`src/rtl/dct8_pkg.sv`:
```
// Shared constants for the 8-point DCT front end: block length, sequencer
// state encoding and the default sample widths used by dct8_stage1.
package dct8_pkg;

    localparam int N              = 8;
    localparam int CNT_W          = $clog2(N);
    localparam int DCT_DATA_IN_W  = 12;
    localparam int DCT_DATA_OUT_W = 16;

    typedef logic [1:0] seq_state_t;

    localparam seq_state_t ST_FLUSH = 2'd0;
    localparam seq_state_t ST_FEED  = 2'd1;
    localparam seq_state_t ST_DRAIN = 2'd2;

    function automatic logic is_last(input logic [CNT_W-1:0] cnt);
        return cnt == CNT_W'(N - 1);
    endfunction

endpackage

```
`src/rtl/dct8_block_sequencer.sv`:
```
// Block-level controller for dct8_stage1: admits exactly N samples per block,
// waits for the N butterfly outputs, frames them, and owns the datapath reset.
module dct8_block_sequencer
    import dct8_pkg::*;
#(
    parameter int DATA_IN_WIDTH  = DCT_DATA_IN_W,
    parameter int DATA_OUT_WIDTH = DCT_DATA_OUT_W,
    parameter int TIMEOUT_CYCLES = 32,
    parameter int FLUSH_CYCLES   = 2,
    parameter int BLK_IDX_WIDTH  = 8
) (
    input  logic                             clk,
    input  logic                             rst_n,
    input  logic                             s_valid,
    output logic                             s_ready,
    input  logic signed [DATA_IN_WIDTH-1:0]  s_data,
    output logic                             dp_in_valid,
    output logic signed [DATA_IN_WIDTH-1:0]  dp_in_sample,
    output logic                             dp_rst_n,
    input  logic                             dp_out_valid,
    input  logic signed [DATA_OUT_WIDTH-1:0] dp_out_sample,
    output logic                             m_valid,
    output logic signed [DATA_OUT_WIDTH-1:0] m_data,
    output logic                             m_first,
    output logic                             m_last,
    output logic [BLK_IDX_WIDTH-1:0]         m_block_idx,
    input  logic                             flush,
    input  logic                             err_clear,
    output logic                             busy,
    output logic                             err_timeout,
    output logic                             err_unexpected
);

    localparam int WD_W = $clog2(TIMEOUT_CYCLES + 1);
    localparam int FL_W = $clog2(FLUSH_CYCLES + 1);

    localparam logic [WD_W-1:0] WD_LAST = WD_W'(TIMEOUT_CYCLES - 1);
    localparam logic [FL_W-1:0] FL_LAST = FL_W'(FLUSH_CYCLES - 1);

    seq_state_t r_state;
    seq_state_t w_next_state;

    logic [FL_W-1:0]                  r_flush_cnt;
    logic [CNT_W-1:0]                 r_feed_cnt;
    logic [CNT_W-1:0]                 r_out_cnt;
    logic [WD_W-1:0]                  r_wd_cnt;
    logic [BLK_IDX_WIDTH-1:0]         r_block_cnt;
    logic                             r_dp_rst_n;

    logic                             r_m_valid;
    logic                             r_m_first;
    logic                             r_m_last;
    logic signed [DATA_OUT_WIDTH-1:0] r_m_data;
    logic [BLK_IDX_WIDTH-1:0]         r_m_block_idx;

    logic                             r_err_timeout;
    logic                             r_err_unexpected;

    logic                             w_s_ready;
    logic                             w_dp_in_valid;
    logic signed [DATA_IN_WIDTH-1:0]  w_dp_in_sample;
    logic                             w_busy;

    logic                             w_flush_done;
    logic                             w_feed_done;
    logic                             w_beat;
    logic                             w_drain_done;
    logic                             w_wd_expire;
    logic                             w_unexpected;

    // A beat is only accepted in DRAIN and never in a cycle that is flushing.
    assign w_flush_done = (r_state == ST_FLUSH) && !flush && (r_flush_cnt == FL_LAST);
    assign w_feed_done  = (r_state == ST_FEED) && w_dp_in_valid && is_last(r_feed_cnt);
    assign w_beat       = (r_state == ST_DRAIN) && dp_out_valid && !flush;
    assign w_drain_done = w_beat && is_last(r_out_cnt);
    assign w_wd_expire  = (r_state == ST_DRAIN) && !flush && !w_drain_done
                          && (r_wd_cnt == WD_LAST);
    assign w_unexpected = dp_out_valid && (r_state != ST_DRAIN);

    always_ff @(posedge clk or negedge rst_n) begin : state_reg
        if (!rst_n) begin
            r_state <= ST_FLUSH;
        end else begin
            r_state <= w_next_state;
        end
    end

    always_comb begin : next_state_logic
        w_next_state = r_state;
        if (flush) begin
            w_next_state = ST_FLUSH;
        end else begin
            case (r_state)
                ST_FLUSH: if (w_flush_done) w_next_state = ST_FEED;
                ST_FEED:  if (w_feed_done)  w_next_state = ST_DRAIN;
                ST_DRAIN: begin
                    if (w_drain_done) begin
                        w_next_state = ST_FEED;
                    end else if (w_wd_expire) begin
                        w_next_state = ST_FLUSH;
                    end
                end
                default:  w_next_state = ST_FLUSH;
            endcase
        end
    end

    always_comb begin : output_decode
        w_s_ready      = 1'b0;
        w_dp_in_valid  = 1'b0;
        w_dp_in_sample = '0;
        w_busy         = 1'b1;
        if (r_state == ST_FEED) begin
            w_s_ready      = !flush;
            w_dp_in_valid  = s_valid && !flush;
            w_dp_in_sample = s_data;
            w_busy         = (r_feed_cnt != '0);
        end
    end

    always_ff @(posedge clk or negedge rst_n) begin : counters
        if (!rst_n) begin
            r_flush_cnt <= '0;
            r_feed_cnt  <= '0;
            r_out_cnt   <= '0;
            r_wd_cnt    <= '0;
            r_block_cnt <= '0;
            r_dp_rst_n  <= 1'b0;
        end else begin
            // Flush held high keeps restarting the hold-off window.
            if ((r_state == ST_FLUSH) && (w_next_state == ST_FLUSH) && !flush) begin
                r_flush_cnt <= r_flush_cnt + FL_W'(1);
            end else begin
                r_flush_cnt <= '0;
            end

            r_dp_rst_n <= (w_next_state != ST_FLUSH);

            if (w_next_state == ST_FLUSH) begin
                r_feed_cnt <= '0;
            end else if (w_dp_in_valid) begin
                r_feed_cnt <= r_feed_cnt + CNT_W'(1);
            end

            if (w_next_state != ST_DRAIN) begin
                r_out_cnt <= '0;
            end else if (w_beat) begin
                r_out_cnt <= r_out_cnt + CNT_W'(1);
            end

            if ((r_state == ST_DRAIN) && (w_next_state == ST_DRAIN)) begin
                r_wd_cnt <= r_wd_cnt + WD_W'(1);
            end else begin
                r_wd_cnt <= '0;
            end

            if (flush) begin
                r_block_cnt <= '0;
            end else if (w_drain_done) begin
                r_block_cnt <= r_block_cnt + BLK_IDX_WIDTH'(1);
            end
        end
    end

    always_ff @(posedge clk or negedge rst_n) begin : output_regs
        if (!rst_n) begin
            r_m_valid     <= 1'b0;
            r_m_first     <= 1'b0;
            r_m_last      <= 1'b0;
            r_m_data      <= '0;
            r_m_block_idx <= '0;
        end else begin
            r_m_valid <= w_beat;
            r_m_first <= w_beat && (r_out_cnt == '0);
            r_m_last  <= w_beat && is_last(r_out_cnt);
            if (w_beat) begin
                r_m_data      <= dp_out_sample;
                r_m_block_idx <= r_block_cnt;
            end
        end
    end

    // Sticky errors: a new set event outranks a simultaneous clear.
    always_ff @(posedge clk or negedge rst_n) begin : error_regs
        if (!rst_n) begin
            r_err_timeout    <= 1'b0;
            r_err_unexpected <= 1'b0;
        end else begin
            if (w_wd_expire) begin
                r_err_timeout <= 1'b1;
            end else if (err_clear) begin
                r_err_timeout <= 1'b0;
            end

            if (w_unexpected) begin
                r_err_unexpected <= 1'b1;
            end else if (err_clear) begin
                r_err_unexpected <= 1'b0;
            end
        end
    end

    assign s_ready        = w_s_ready;
    assign dp_in_valid    = w_dp_in_valid;
    assign dp_in_sample   = w_dp_in_sample;
    assign dp_rst_n       = r_dp_rst_n;
    assign busy           = w_busy;
    assign m_valid        = r_m_valid;
    assign m_first        = r_m_first;
    assign m_last         = r_m_last;
    assign m_data         = r_m_data;
    assign m_block_idx    = r_m_block_idx;
    assign err_timeout    = r_err_timeout;
    assign err_unexpected = r_err_unexpected;

endmodule

```
`config.mk`:
```
export PLATFORM = sky130hd
export DESIGN_NAME = dct8_block_sequencer
export DESIGN_NICKNAME = d
export VERILOG_FILES = /design/src/rtl/dct8_pkg.sv /design/src/rtl/dct8_block_sequencer.sv
export SDC_FILE = /design/constraint.sdc
export NUM_CORES = 1
export LEC_CHECK = 0
export CORE_UTILIZATION = 47
export CTS_BUF_LIST = sky130_fd_sc_hd__clkbuf_8
export DETAILED_ROUTE_END_ITERATION = 10
export MAX_ROUTING_LAYER = met4
export PLACE_DENSITY = 0.8
export SYNTH_ARGS = -nofsm -noshare
export SYNTH_HDL_FRONTEND = slang
export SYNTH_SLANG_ARGS = --single-unit
```
`constraint.sdc`:
```
create_clock -name clk -period 1.9 [get_ports clk]
set_input_delay 0.38 -clock clk [delete_from_list [all_inputs] [get_ports clk]]
set_output_delay 0.38 -clock clk [all_outputs]
set_load 0.05 [all_outputs]
```
==> implementation parameters <==
Parameter                              Value

Final layout
  Area added between synthesis and finish    48.87%
  Cell area after layout    3617 um2
  Combined flip-flop and latch cell area    1354 um2
  Antenna diode instance count    0
  Final core utilization    74.61%
  Count of filler cells inserted in the layout    353
  Final net count    334
  Multi-input gate area in the final layout    997.2 um2
  Share of cells above drive strength 1    23.02%

Yosys
  Most instantiated flip-flop cell in the synthesis netlist    sky130_fd_sc_hd__dfrtp_1
  Netlist Area Pre-Place    2430 um2
  Asr flop ratio synth    100.0%
  Number of storage elements in the synthesis netlist    54
  Synthesized area per cell    12.15 um2
  Synthesized netlist net count    243
  Unique cell type count in the Yosys netlist    34
  Count of flip-flops with a built-in enable after synthesis    0
  Synthesis warning total    0
  Gate count of the mapped netlist    200
  Fraction of the yosys area taken by sequential cells    55.61%

Power
  Pwr per Cell Area    672.0 nW/um2
  Standby leakage power    0.001684 uW
  Sequential fraction of design power    48.5%
  Internal Power    1822 uW
  Switching share of power    25.03%
  Clk pwr share    31.6%
  Worst-case vdd ir drop    648.2 uV
  Sw Pwr    608.4 uW
  Combinational Power Share    19.8%

Setup path
  Worst path buffer plus inverter count    1
  Worst-path cell with the longest stage delay    sky130_fd_sc_hd__clkdlybuf4s50_1
  Worst Setup Path Type    reg -> out
  Highest net fanout along the worst path    2
  Minimum setup slack among reg-to-reg paths    0.15 ns
  Critical path startpoint category    flip-flop
  Data arrival, critical path    1.48 ns
  Family with the most delay on the worst path    buffers and inverters
  Crit path required time    1.52 ns
  Critical Path Max Stage Delay    0.81 ns
  Cell-by-cell trace of the critical path    clkdlybuf4s50_1
  Type of destination of the critical path    primary output

Clock tree
  Root cell of the clock tree    sky130_fd_sc_hd__clkbuf_8
  Clock insertion delay at the later pin of the skew report    0.31 ns
  Clock buffer depth    2
  Number of clock buffers inserted by TritonCTS    5
  Sinks on the clock net    54
  Maximum level of the CTS H-tree    2
  Clock-pin slew reported for the worst setup and hold paths after clock tree synthesis    0.09 ns
  TritonCTS clock tree    yes

Route
  Wire per inst    13.40 um
  Number of DRC violations after detailed routing    0
  Via count    1736
  Number of iterations in the first detailed-routing pass    4
  Final routed wirelength across all metal layers    4797 um
  Number of DRC markers after the initial detailed-route iteration    90
  Via density per instance    4.849
  Number of nets with antenna violations after routing    0

Global routing
  Overflow left after global routing    0
  Overall global routing resource usage    19.87%
  Wire length of the first global-routing pass    7872 um
  Largest net degree at the start of global routing    35
  Number of global-route vias before repair    1703
  Number of antenna violations at the first check in global routing    0

Hold path
  Worst min-delay path class    in -> async

Timing
  Total negative slack for setup checks    0 ns
  Setup Skew    0.009829 ns
  RSZ-0062 raised after global routing    no
  Number of endpoints failing setup at the final stage    0
  Number of pins with negative max-slew slack in the final report    0
  Final hold viol count    0
  Final critical-path required period    1.857 ns
  Tcrit/Tclk final    97.72%
  Worst max-slew margin expressed relative to the limit    65.16%
  Highest clock rate    538.6 MHz
  Least-Margin Pin Slew    0.5217 ns

Die
  Starting Density    50.12%
  Chip Width    73.90 um
  Die outline area    5461 um2
  Vertical extent of the die    73.90 um
  Number of primary I/O pins    79
  Standard-cell rows    25
  Core Footprint    4848 um2

Status
  Run status    completed

Placed design
  Post-place instance area    3486 um2
  Port bufs    78
  Routability Congestion    0.8258
  Sum of net half-perimeters after detailed placement    3675 um

Flow run
  Max-capacitance violation count    0
[layout make-up]
class / instances / share of cell area, %
repair buffers: 92 / 28.54
clock inverters: 1 / 0.8302
inverters: 10 / 1.038
flip-flops and latches: 54 / 37.43
multi-input cells: 128 / 27.57
clock buffers: 6 / 2.283
well taps: 67 / 2.318
[repair_timing]
action,CTS,global route
pin swaps,1,0
setup buffers,1,0
hold buffers,0,0
setup endpoints to repair,2,4
gates resized for setup,2,5
[through the flow]
step                instances  hold WS, ns  setup WS (ns)  total power (uW)
CTS                       358      0.02711        0.01492              2454
floorplan                 200      0.08441        0.03247              1414
global route              358      0.05547       0.002774              2511
finish                    358      0.01556        0.04334              2431
global placement          350       0.3655        -0.1327              1682
detailed placement        350       0.3621        -0.1833              1688
[kinds of logic after synthesis]
logic type | synth area share (%)
buffers and inverters | 3.450
AOI/OAI and AO/OA | 4.171
muxes | 12.00
xor gates and xnor gates | 4.325
DFF | 55.61
and+or+nand+nor | 15.81
adders and majority gates | 4.634
[power groups by stage]
| stage | logic, uW | registers [uW] | clock network, uW |
|---|---|---|---|
| after global routing | 511 | 1180 | 817 |
| final | 482 | 1180 | 769 |
| after global placement | 482 | 1200 | 0 |
| after floorplan | 198 | 1220 | 0 |
| after CTS | 488 | 1180 | 786 |
| after detailed placement | 486 | 1200 | 0 |
[cells in the mapped netlist, types with 4 or more instances]
cell                        n  share of area (%)
sky130_fd_sc_hd__a21oi_1    4               0.82
sky130_fd_sc_hd__nand3_1    4               0.82
sky130_fd_sc_hd__o21ai_0    5                1.0
sky130_fd_sc_hd__nor3_1     5                1.0
sky130_fd_sc_hd__clkbuf_1   4               0.62
sky130_fd_sc_hd__and2_1    17                4.4
sky130_fd_sc_hd__mux2_1     6                2.8
sky130_fd_sc_hd__nor2_1    18                2.8
sky130_fd_sc_hd__xnor2_1   10                3.6
sky130_fd_sc_hd__dfrtp_1   54                 56
sky130_fd_sc_hd__inv_1     10                1.5
sky130_fd_sc_hd__mux2_2    19                8.8
sky130_fd_sc_hd__nand2_1    8                1.2
sky130_fd_sc_hd__ha_1       9                4.6
[cells in the final DEF, fill, tap and decap left out, types with 2 or more instances in the layout]
cell type and n:
sky130_fd_sc_hd__dfrtp_2 2, sky130_fd_sc_hd__ha_1 9, sky130_fd_sc_hd__buf_4 16, sky130_fd_sc_hd__clkbuf_8 6, sky130_fd_sc_hd__nor4_2 3, sky130_fd_sc_hd__a21oi_1 4
sky130_fd_sc_hd__xor2_1 2, sky130_fd_sc_hd__nor3_1 5, sky130_fd_sc_hd__nor2_1 18, sky130_fd_sc_hd__xnor2_1 10, sky130_fd_sc_hd__clkdlybuf4s50_1 56, sky130_fd_sc_hd__dlymetal6s2s_1 3
sky130_fd_sc_hd__or3_1 2, sky130_fd_sc_hd__inv_1 10, sky130_fd_sc_hd__nand3_1 4, sky130_fd_sc_hd__nand4_1 2, sky130_fd_sc_hd__o21ai_0 5, sky130_fd_sc_hd__mux2_1 6
sky130_fd_sc_hd__buf_12 15, sky130_fd_sc_hd__nand2_1 8, sky130_fd_sc_hd__mux2_2 19, sky130_fd_sc_hd__dfrtp_1 52, sky130_fd_sc_hd__and2_1 17
[sequential cells by signal, indices dropped and copies added (netlist names)]
register,cells
m_data,16
m_block_idx,8
r_block_cnt,8
r_wd_cnt,6
r_feed_cnt,3
r_out_cnt,3
r_flush_cnt,2
r_state,2
dp_rst_n,1
err_timeout,1
err_unexpected,1
m_first,1
m_last,1
m_valid,1
[worst reg2reg max path, cell delays in order (launching register included)]
cell,delay [ns]
sky130_fd_sc_hd__dfrtp_1,0.39
sky130_fd_sc_hd__ha_1,0.20
sky130_fd_sc_hd__ha_1,0.19
sky130_fd_sc_hd__and3_1,0.18
sky130_fd_sc_hd__o32a_1,0.37
sky130_fd_sc_hd__o211ai_4,0.22
sky130_fd_sc_hd__and2_1,0.15
[routing by layer]
layer / GRT usage (%) / up-vias / wire length (um)
met3: 3.704 / 8 / 115
met1: 24.49 / 852 / 2119
met4: 7.051 / 0 / 70
met5: - / - / 0
met2: 32.63 / 27 / 2492
li1: - / 849 / -
[path summary, 6_finish.rpt]
path | start | endpoint | depth (start not counted)
setup / recovery | m_data[14] | m_data[14] | 1
hold / removal | rst_n | m_data[1] | 1
setup reg to reg | r_feed_cnt[0] | r_feed_cnt[2] | 6
hold reg to reg | r_flush_cnt[0] | r_flush_cnt[0] | 1
max in group asynchronous | rst_n | r_state[0] | 2
min in group clk | r_flush_cnt[0] | r_flush_cnt[0] | 1
No activity file was read; power rests on OpenSTA's default activity.
